$ cat config.mk
export PLATFORM = sky130hd
export DESIGN_NAME = fwd_ctrl_flat
export DESIGN_NICKNAME = d
export VERILOG_FILES = /design/src/rtl/fwd_if.sv /design/src/rtl/fwd_ctrl.sv /design/src/flat_wrapper.sv
export SDC_FILE = /design/constraint.sdc
export NUM_CORES = 1
export LEC_CHECK = 0
export BUFFER_PORTS_ARGS = -buffer_cell sky130_fd_sc_hd__buf_2
export CAP_MARGIN = 30
export CORE_AREA = 5 5 52 72
export DETAILED_ROUTE_END_ITERATION = 6
export DIE_AREA = 0 0 57 77
export PLACE_DENSITY = 0.8
export SETUP_SLACK_MARGIN = 0.5
export SYNTH_ARGS = -nofsm -noshare
export SYNTH_HDL_FRONTEND = slang
export SYNTH_SLANG_ARGS = --single-unit
$ cat constraint.sdc
create_clock -name clk -period 6.2 [get_ports clk]
set_input_delay 0.31 -clock clk [delete_from_list [all_inputs] [get_ports clk]]
set_output_delay 0.31 -clock clk [all_outputs]
set_load 0.01 [all_outputs]
$ cat src/rtl/fwd_if.sv
// fwd_if: ID-side instruction fields into the forwarding controller and its select/stall results back out.
interface fwd_if #(parameter int REGW = 5, parameter int CNTW = 16);
  logic            id_valid;
  logic [REGW-1:0] id_rs;
  logic [REGW-1:0] id_rt;
  logic [REGW-1:0] id_rd;
  logic            id_regwrite;
  logic            id_memread;
  logic            flush;
  logic [1:0]      sel_a;
  logic [1:0]      sel_b;
  logic            ex_valid;
  logic            stall;
  logic [CNTW-1:0] stall_count;
  modport master (
    output id_valid, id_rs, id_rt, id_rd, id_regwrite, id_memread, flush,
    input  sel_a, sel_b, ex_valid, stall, stall_count
  );
  modport slave (
    input  id_valid, id_rs, id_rt, id_rd, id_regwrite, id_memread, flush,
    output sel_a, sel_b, ex_valid, stall, stall_count
  );
endinterface

$ cat src/rtl/fwd_ctrl.sv
// fwd_ctrl: EX/MEM destination shadow driving ALU operand forwarding selects, load-use stall and stall counter.
module fwd_ctrl #(
  parameter int REGW = 5,
  parameter int CNTW = 16
) (
  input logic clk,
  input logic reset,
  fwd_if.slave f
);
  logic            ex_v, ex_rw, ex_mr, mem_wr;
  logic [REGW-1:0] ex_d, mem_d;
  logic [1:0]      sel_a, sel_b;
  logic [CNTW-1:0] cnt;
  logic            ex_wr, stall, take;
  // WB is never a forwarding source (write-before-read register file), so only EX and MEM are kept.
  assign ex_wr = ex_v & ex_rw & (ex_d != '0);
  assign stall = f.id_valid & !f.flush & ex_wr & ex_mr & (ex_d == f.id_rs | ex_d == f.id_rt);
  assign take  = f.id_valid & !f.flush & !stall;
  function automatic logic [1:0] sel_of(input logic [REGW-1:0] s);
    return (s == '0) ? 2'b11 : (ex_wr && s == ex_d) ? 2'b01 : (mem_wr && s == mem_d) ? 2'b10 : 2'b00;
  endfunction
  always_ff @(posedge clk) begin
    if (reset) begin
      ex_v   <= 1'b0;
      ex_rw  <= 1'b0;
      ex_mr  <= 1'b0;
      ex_d   <= '0;
      mem_wr <= 1'b0;
      mem_d  <= '0;
      sel_a  <= 2'b00;
      sel_b  <= 2'b00;
      cnt    <= '0;
    end else begin
      mem_wr <= ex_wr;
      mem_d  <= ex_d;
      ex_v   <= take;
      ex_rw  <= take & f.id_regwrite;
      ex_mr  <= take & f.id_memread;
      ex_d   <= take ? f.id_rd : '0;
      sel_a  <= take ? sel_of(f.id_rs) : 2'b00;
      sel_b  <= take ? sel_of(f.id_rt) : 2'b00;
      cnt    <= (stall && !(&cnt)) ? cnt + CNTW'(1) : cnt;
    end
  end
  assign f.sel_a       = sel_a;
  assign f.sel_b       = sel_b;
  assign f.ex_valid    = ex_v;
  assign f.stall       = stall;
  assign f.stall_count = cnt;
endmodule
$ cat src/flat_wrapper.sv
// flat-port wrapper written by rule: the top's interface ports become plain ports
module fwd_ctrl_flat 
#(
  parameter int REGW = 5,
  parameter int CNTW = 16
)
  (clk, reset, f_id_valid, f_id_rs, f_id_rt, f_id_rd, f_id_regwrite, f_id_memread, f_flush, f_sel_a, f_sel_b, f_ex_valid, f_stall, f_stall_count);
  fwd_if #(.REGW(REGW), .CNTW(CNTW)) f_i ();
  input logic clk;
  input logic reset;
  input wire logic [$bits(f_i.id_valid)-1:0] f_id_valid;
  input wire logic [$bits(f_i.id_rs)-1:0] f_id_rs;
  input wire logic [$bits(f_i.id_rt)-1:0] f_id_rt;
  input wire logic [$bits(f_i.id_rd)-1:0] f_id_rd;
  input wire logic [$bits(f_i.id_regwrite)-1:0] f_id_regwrite;
  input wire logic [$bits(f_i.id_memread)-1:0] f_id_memread;
  input wire logic [$bits(f_i.flush)-1:0] f_flush;
  output wire logic [$bits(f_i.sel_a)-1:0] f_sel_a;
  output wire logic [$bits(f_i.sel_b)-1:0] f_sel_b;
  output wire logic [$bits(f_i.ex_valid)-1:0] f_ex_valid;
  output wire logic [$bits(f_i.stall)-1:0] f_stall;
  output wire logic [$bits(f_i.stall_count)-1:0] f_stall_count;
  assign f_i.id_valid = f_id_valid;
  assign f_i.id_rs = f_id_rs;
  assign f_i.id_rt = f_id_rt;
  assign f_i.id_rd = f_id_rd;
  assign f_i.id_regwrite = f_id_regwrite;
  assign f_i.id_memread = f_id_memread;
  assign f_i.flush = f_flush;
  assign f_sel_a = f_i.sel_a;
  assign f_sel_b = f_i.sel_b;
  assign f_ex_valid = f_i.ex_valid;
  assign f_stall = f_i.stall;
  assign f_stall_count = f_i.stall_count;
  fwd_ctrl #(.REGW(REGW), .CNTW(CNTW)) u_core (.clk(clk), .reset(reset), .f(f_i));
endmodule
==> flow_summary.yaml, run 1 <==
cells_and_area:
  num-fill-cells: 293
  nNetsFinal: 240
  fin_util_pct: 63.3
  regArea_um2: 681
  antennaDiodeCount: 0
  layout.cells.non_filler: 258
  layout-drive-gt1-share_pct: 27.9
  multi_input_area_um2: 878
  areaGrowthSynthToFinish_pct: 22.6
global_route:
  grt_pass1_wl_um: 6090
  gr-total-overflow: 0
  antenna_found_initial: 0
  grt_pass1_vias: 1382
  grt_util_all_layers_pct: 17.4
  grt_max_degree: 24
sta:
  slew_viol_final: 0
  fin_crit_ns: 2.63
  fin_crit_sh_pct: 42.4
  max_freq_ghz: 0.380
  finalSetupViolations: 0
  max_slew_margin_pct: 30.5
  fin_ws_ns: 3.57
  tightest_slew_ns: 1.04
  hold_viol: 0
  clock_skew_ns: 0.00578
  rsz0062_at_grt: "false"
  finalSetupTns_ns: 0
detailed_routing:
  ant_nets: 0
  vias_per_cell: 5.40
  via_count: 1392
  drc: 0
  drt-total-wl_um: 3520
  wire_per_inst_um: 13.7
  drt-pass1-iter-count: 4
  drt_iter0_markers: 20
die:
  die_area_um2: 4390
  start_util_pct: 51.6
  ioPinCount: 43
  core_um2: 3060
  die_width_um: 57
  fp.dieH_um: 77
  rows: 24
logic_synthesis:
  synth_top_area_share_pct: 43.0
  synth_flop_cell: "dfxtp_1"
  yosysMostFrequentCell: "dfxtp_1"
  ys_top_cells_by_count: "dfxtp_1 (34), xor2_1 (17), a21oi_1 (13)"
  ys_ff_latch: 34
  avgSynthCellArea_um2: 9.14
  yosysWarnings: 0
  synth_edf_count: 0
  async_flop_share_pct: 0
  synth_cell_types: 37
  netlist_instances: 173
  yosysTopAreaCell: "dfxtp_1"
  synth.cell_area_um2: 1580
  syn_nets: 195
  ys_top_cells_by_area: "dfxtp_1 (43%), xor2_1 (9.4%), xnor2_1 (4.4%)"
  yosysSeqAreaShare_pct: 43.0
  synth_mux_area_share_pct: 0.633
  yosys.area_share.simple_pct: 27.8
  synthAdderAreaFrac_pct: 0.791
  synth_top_family_by_area: "simple AND/OR/NAND/NOR gates"
  synthXorXnorAreaFrac_pct: 13.8
  synth_compound_area_share_pct: 12.5
clock_network:
  cts_buffer_depth: 2
  cts-root-buf: "clkbuf_8"
  cts_num_sinks: 34
  cts_tree: "built"
  path_clk_slew_ns: 0.07
  cts_setup_buffers: 0
  numCtsBuffers: 5
  h-tree-depth: 2
  post_cts_resized: 0
  cts_hold_buf: 0
  clk-insertion-delay-late_ns: 0.29
place:
  dpl.hpwl_um: 2620
  place_congestion: 0.797
  port_buffers: 42
  dp_worst_setup_slack_ns: 3.53
  place_inst: 250
worst_setup_path:
  critPathKind: "reg2out"
  crit_required_ns: 5.89
  end_kind: "output port"
  cp_max_fo: 21
  critPathSlowestCell: "nor3_1"
  max_stage_delay_ns: 0.62
  worstRegToRegCells: 6
  crit_chain: "xnor2_1 -> nand3_1 -> nor3_1 -> o21bai_1 -> inv_1 -> buf_2"
  crit_arrival_ns: 2.32
  critPathLaunchType: "flop"
power:
  power_leakage_nw: 0.842
  finalPower_mw: 0.451
  peakVddDrop_uv: 190
  p_per_area_nw_per_um2: 232
run:
  maxCapViolCount: 0
outcome:
  outcome: "completed"
worst_hold_path:
  holdPathStages: 2
  hold_class: "in2reg"
-- flip-flops by register name, summed over array words and instances, names as in the netlist --
register,cells
u_core.f.stall_count,16
u_core.ex_d,5
u_core.mem_d,5
u_core.f.sel_a,2
u_core.f.sel_b,2
u_core.ex_mr,1
u_core.ex_rw,1
u_core.f.ex_valid,1
u_core.mem_wr,1
-- placed cells by master (no fill, tap or decap), types with 2 or more instances in the layout --
cell / Yosys / final
and3_2: 2 / 2
nor4_1: 4 / 4
nor3_1: 4 / 4
o21ai_0: 7 / 7
nor2_1: 9 / 9
and3_1: 8 / 8
buf_2: 0 / 42
o211ai_1: 4 / 4
nor2b_1: 6 / 6
or4_1: 5 / 5
nand3_1: 3 / 3
clkbuf_8: 0 / 5
clkinvlp_4: 0 / 2
nand2_1: 11 / 11
xor2_1: 17 / 17
inv_1: 2 / 2
dfxtp_1: 34 / 34
a21oi_1: 13 / 13
nand4_1: 6 / 6
o31ai_1: 3 / 3
or3_1: 6 / 6
xnor2_1: 8 / 8
-- through the flow --
| stage | cell area (um^2) | hold WS, ns |
|---|---|---|
| after floorplan | 1580 | 0.382 |
| after global placement | 1830 | 0.469 |
| after detailed placement | 1830 | 0.470 |
| after CTS | 1940 | 0.224 |
| after global routing | 1940 | 0.226 |
| final | 1940 | 0.234 |
-- logic make-up after synthesis --
| group | Yosys count |
|---|---|
| DFF | 34 |
| muxes | 1 |
| buffers and inverters | 6 |
| xor gates and xnor gates | 25 |
| and+or+nand+nor | 74 |
| adders and majority gates | 1 |
| AOI/OAI and AO/OA | 32 |
-- power by group --
part           switching [mW]  internal [mW]  total (mW)
combinational          0.0131         0.0120      0.0250
sequential            0.00201          0.220       0.222
clock                  0.0837          0.119       0.203
-- path summary, 6_finish.rpt --
check / startpoint / end / slack (ns)
hold reg to reg: u_core.mem_wr / u_core.f.sel_a[1] / 0.49
setup / recovery: u_core.ex_d[3] / f_stall / 3.57
hold / removal: f_id_memread / u_core.ex_mr / 0.23
setup reg to reg: u_core.ex_d[3] / u_core.f.stall_count[14] / 3.62
-- layer usage --
layer	vias to the layer above	wire, um	global-route usage (%)
met5	-	0	0
li1	718	-	-
met1	633	1460	19.8
met2	35	1820	29.4
met4	0	61	7.66
met3	6	182	5.21
-- critical path, delay by kind of cell, from the launching register on --
| kind | cells | cell delay, ns |
|---|---|---|
| simple gates | 2 | 0.73 |
| compound gates | 1 | 0.49 |
| flops | 1 | 0.40 |
| buf+inv | 2 | 0.27 |
| xor+xnor | 1 | 0.14 |
-- area by class of cell --
| class | count | share of cell area [%] |
|---|---|---|
| Multi-Input combinational cell | 133 | 45.3 |
| Sequential cell | 34 | 35.1 |
| Timing Repair Buffer | 42 | 10.8 |
| Clock buffer | 5 | 3.55 |
| Tap cell | 39 | 2.52 |
| Clock inverter | 3 | 2.32 |
| Inverter | 2 | 0.387 |
(Power assumes the default switching activity.)
==> run 2, diff against run 1 <==
--- a/config.mk
+++ b/config.mk
@@ -7,10 +7,10 @@
 export LEC_CHECK = 0
 export BUFFER_PORTS_ARGS = -buffer_cell sky130_fd_sc_hd__buf_2
 export CAP_MARGIN = 30
-export CORE_AREA = 5 5 52 72
+export CORE_AREA = 5 5 56 78
 export DETAILED_ROUTE_END_ITERATION = 6
-export DIE_AREA = 0 0 57 77
-export PLACE_DENSITY = 0.8
+export DIE_AREA = 0 0 61 83
+export PLACE_DENSITY = 0.72
 export SETUP_SLACK_MARGIN = 0.5
 export SYNTH_ARGS = -nofsm -noshare
 export SYNTH_HDL_FRONTEND = slang
==> constraint.sdc (replaced) <==
create_clock -name clk -period 2.2 [get_ports clk]
set_input_delay 0.11 -clock clk [delete_from_list [all_inputs] [get_ports clk]]
set_output_delay 0.11 -clock clk [all_outputs]
set_load 0.01 [all_outputs]
==> run 2 against run 1 <==
  * Register-to-register slack got worse by 3.4 ns
  * Final cell count up 10%
  * Final area up 22%
  * Hold slack worse by 0.18 ns
  * Sequential share of layout area shrank 5.2 points
  * Utilization up 2.7 points
  * Largest cell class unchanged
  * Largest power group unchanged
==> flow_summary.yaml, run 2 (synthesis results as in run 1) <==
power:
  power_leakage_nw: 0.988
  peakVddDrop_uv: 514
  comb_power_share_pct: 7.5
  p_int_mw: 0.977
  p_switching_mw: 0.282
  clkPwrFrac_pct: 42.9
  p_sw_share_pct: 22.4
  finalPower_mw: 1.26
  p_per_area_nw_per_um2: 532
  pwr-share-seq_pct: 49.5
sta:
  finalSetupTns_ns: 0
  max_slew_margin_pct: 20.1
  slew_viol_final: 0
  fin_crit_sh_pct: 92.1
  fin_crit_ns: 2.03
  tightest_slew_ns: 1.20
  finalSetupViolations: 0
  hold_viol: 0
  fin_ws_ns: 0.174
  clock_skew_ns: 0.00531
  whs_ns: 0.0530
  rsz0062_at_grt: "true"
  max_freq_ghz: 0.494
cells_and_area:
  mostFrequentLayoutCells: "buf_2 (41), dfxtp_1 (23), xor2_1 (17)"
  largest_reg_flops: 16
  layout-drive-gt1-share_pct: 48.8
  final_common_cell: "buf_2"
  nNetsFinal: 263
  fin_util_pct: 66.0
  num-fill-cells: 284
  areaGrowthSynthToFinish_pct: 49.4
  layout.cells.non_filler: 284
  final_area_um2: 2360
  antennaDiodeCount: 0
worst_setup_path:
  cp_common_cell: "buf_6"
  crit_required_ns: 2.09
  crit_arrival_ns: 1.92
  max_stage_delay_ns: 0.53
  critPathKind: "reg2out"
  critPathSlowestCell: "or4_4"
  cp_max_fo: 4
  critPathLaunchType: "flop"
  end_kind: "output port"
  crit_chain: "or4_4 -> o211ai_1 -> o21bai_4 -> buf_6 -> inv_2 -> buf_6"
detailed_routing:
  ant_nets: 0
  drt-pass1-iter-count: 4
  drt-total-wl_um: 4700
  drc: 0
  vias_per_cell: 5.64
  drt_iter0_markers: 59
  wire_per_inst_um: 16.5
  via_count: 1601
die:
  core_um2: 3580
  die_area_um2: 5060
  die_width_um: 61
  rows: 26
  start_util_pct: 44.2
  ioPinCount: 43
  fp.dieH_um: 83
run:
  maxCapViolCount: 0
worst_hold_path:
  hold_class: "in2reg"
clock_network:
  h-tree-depth: 2
  numCtsBuffers: 5
  path_clk_slew_ns: 0.07
  cts_hold_buf: 0
  clk-insertion-delay-late_ns: 0.28
  cts-root-buf: "clkbuf_8"
  cts_tree: "built"
  cts_num_sinks: 34
  cts_buffer_depth: 2
place:
  place_congestion: 0.812
  place_inst: 257
  place_area_um2: 1900
  dpl.hpwl_um: 2790
  dp_worst_setup_slack_ns: 0.150
  port_buffers: 42
global_route:
  grt_max_degree: 24
  grt_pass1_wl_um: 7110
  grt_util_all_layers_pct: 17.8
  grt_pass1_vias: 1600
  antenna_found_initial: 0
  gr-total-overflow: 0
outcome:
  outcome: "completed"
## run 2: cell count changes in the layout (fill, tap and decap cells not counted), moves of 3 or more
cell and delta:
buf_4 +13, dfxtp_4 +5, a21oi_1 -5, or4_1 -4, dfxtp_1 -11, a21oi_2 +5
clkbuf_8 +3, or4_4 +4, dfxtp_2 +6, buf_6 +9
## run 2: power by group through the flow
stage	Sequential [mW]	Combinational [mW]	Clock, mW
2_1_floorplan	0.639	0.0397	0
3_3_place_gp	0.640	0.0755	0
3_5_place_dp	0.640	0.0758	0
4_1_cts	0.625	0.0832	0.539
5_1_grt	0.624	0.102	0.566
6_report	0.623	0.0950	0.540
## run 2: critical path: cells and delay by family (launching register included)
family | cells | cell delay, ns
AO/OA/AOI/OAI | 2 | 0.48
buffers and inverters | 3 | 0.25
flip-flops | 1 | 0.36
AND/OR/NAND/NOR | 1 | 0.53
## run 2: cell type report
type / count / area (um^2) / area share [%]
Clock buffer: 8 / 110 / 4.66
Inverter: 2 / 7.51 / 0.318
Multi-Input combinational cell: 134 / 1070 / 45.2
Sequential cell: 34 / 707 / 29.9
Tap cell: 42 / 52.6 / 2.22
Timing Repair Buffer: 64 / 419 / 17.7
## run 2: what timing repair did
action,4_1_cts,5_1_grt
setup endpoints to repair,29,29
gates resized for setup,24,27
endpoints found under the hold margin,0,0
gates cloned,0,1
setup buffers,15,3
pin swaps,9,19
## run 2: routing by layer
metal | share of wire [%] | global-route usage (%) | vias to the layer above
met5 | 0 | 0 | -
met4 | 1.5 | 4.34 | 0
met3 | 4.5 | 3.26 | 8
met2 | 57 | 32.3 | 52
met1 | 37 | 20.5 | 773
li1 | - | - | 768
## run 2: path summary, 6_finish.rpt
kind,startpoint,to,slack [ns],cells past startpoint
min reg2reg,u_core.mem_wr,u_core.f.sel_b[1],0.49,2
max,u_core.ex_d[4],f_stall,0.17,6
min,f_id_rd[1],u_core.ex_d[1],0.05,2
max reg2reg,u_core.f.stall_count[0],u_core.f.stall_count[15],0.19,7
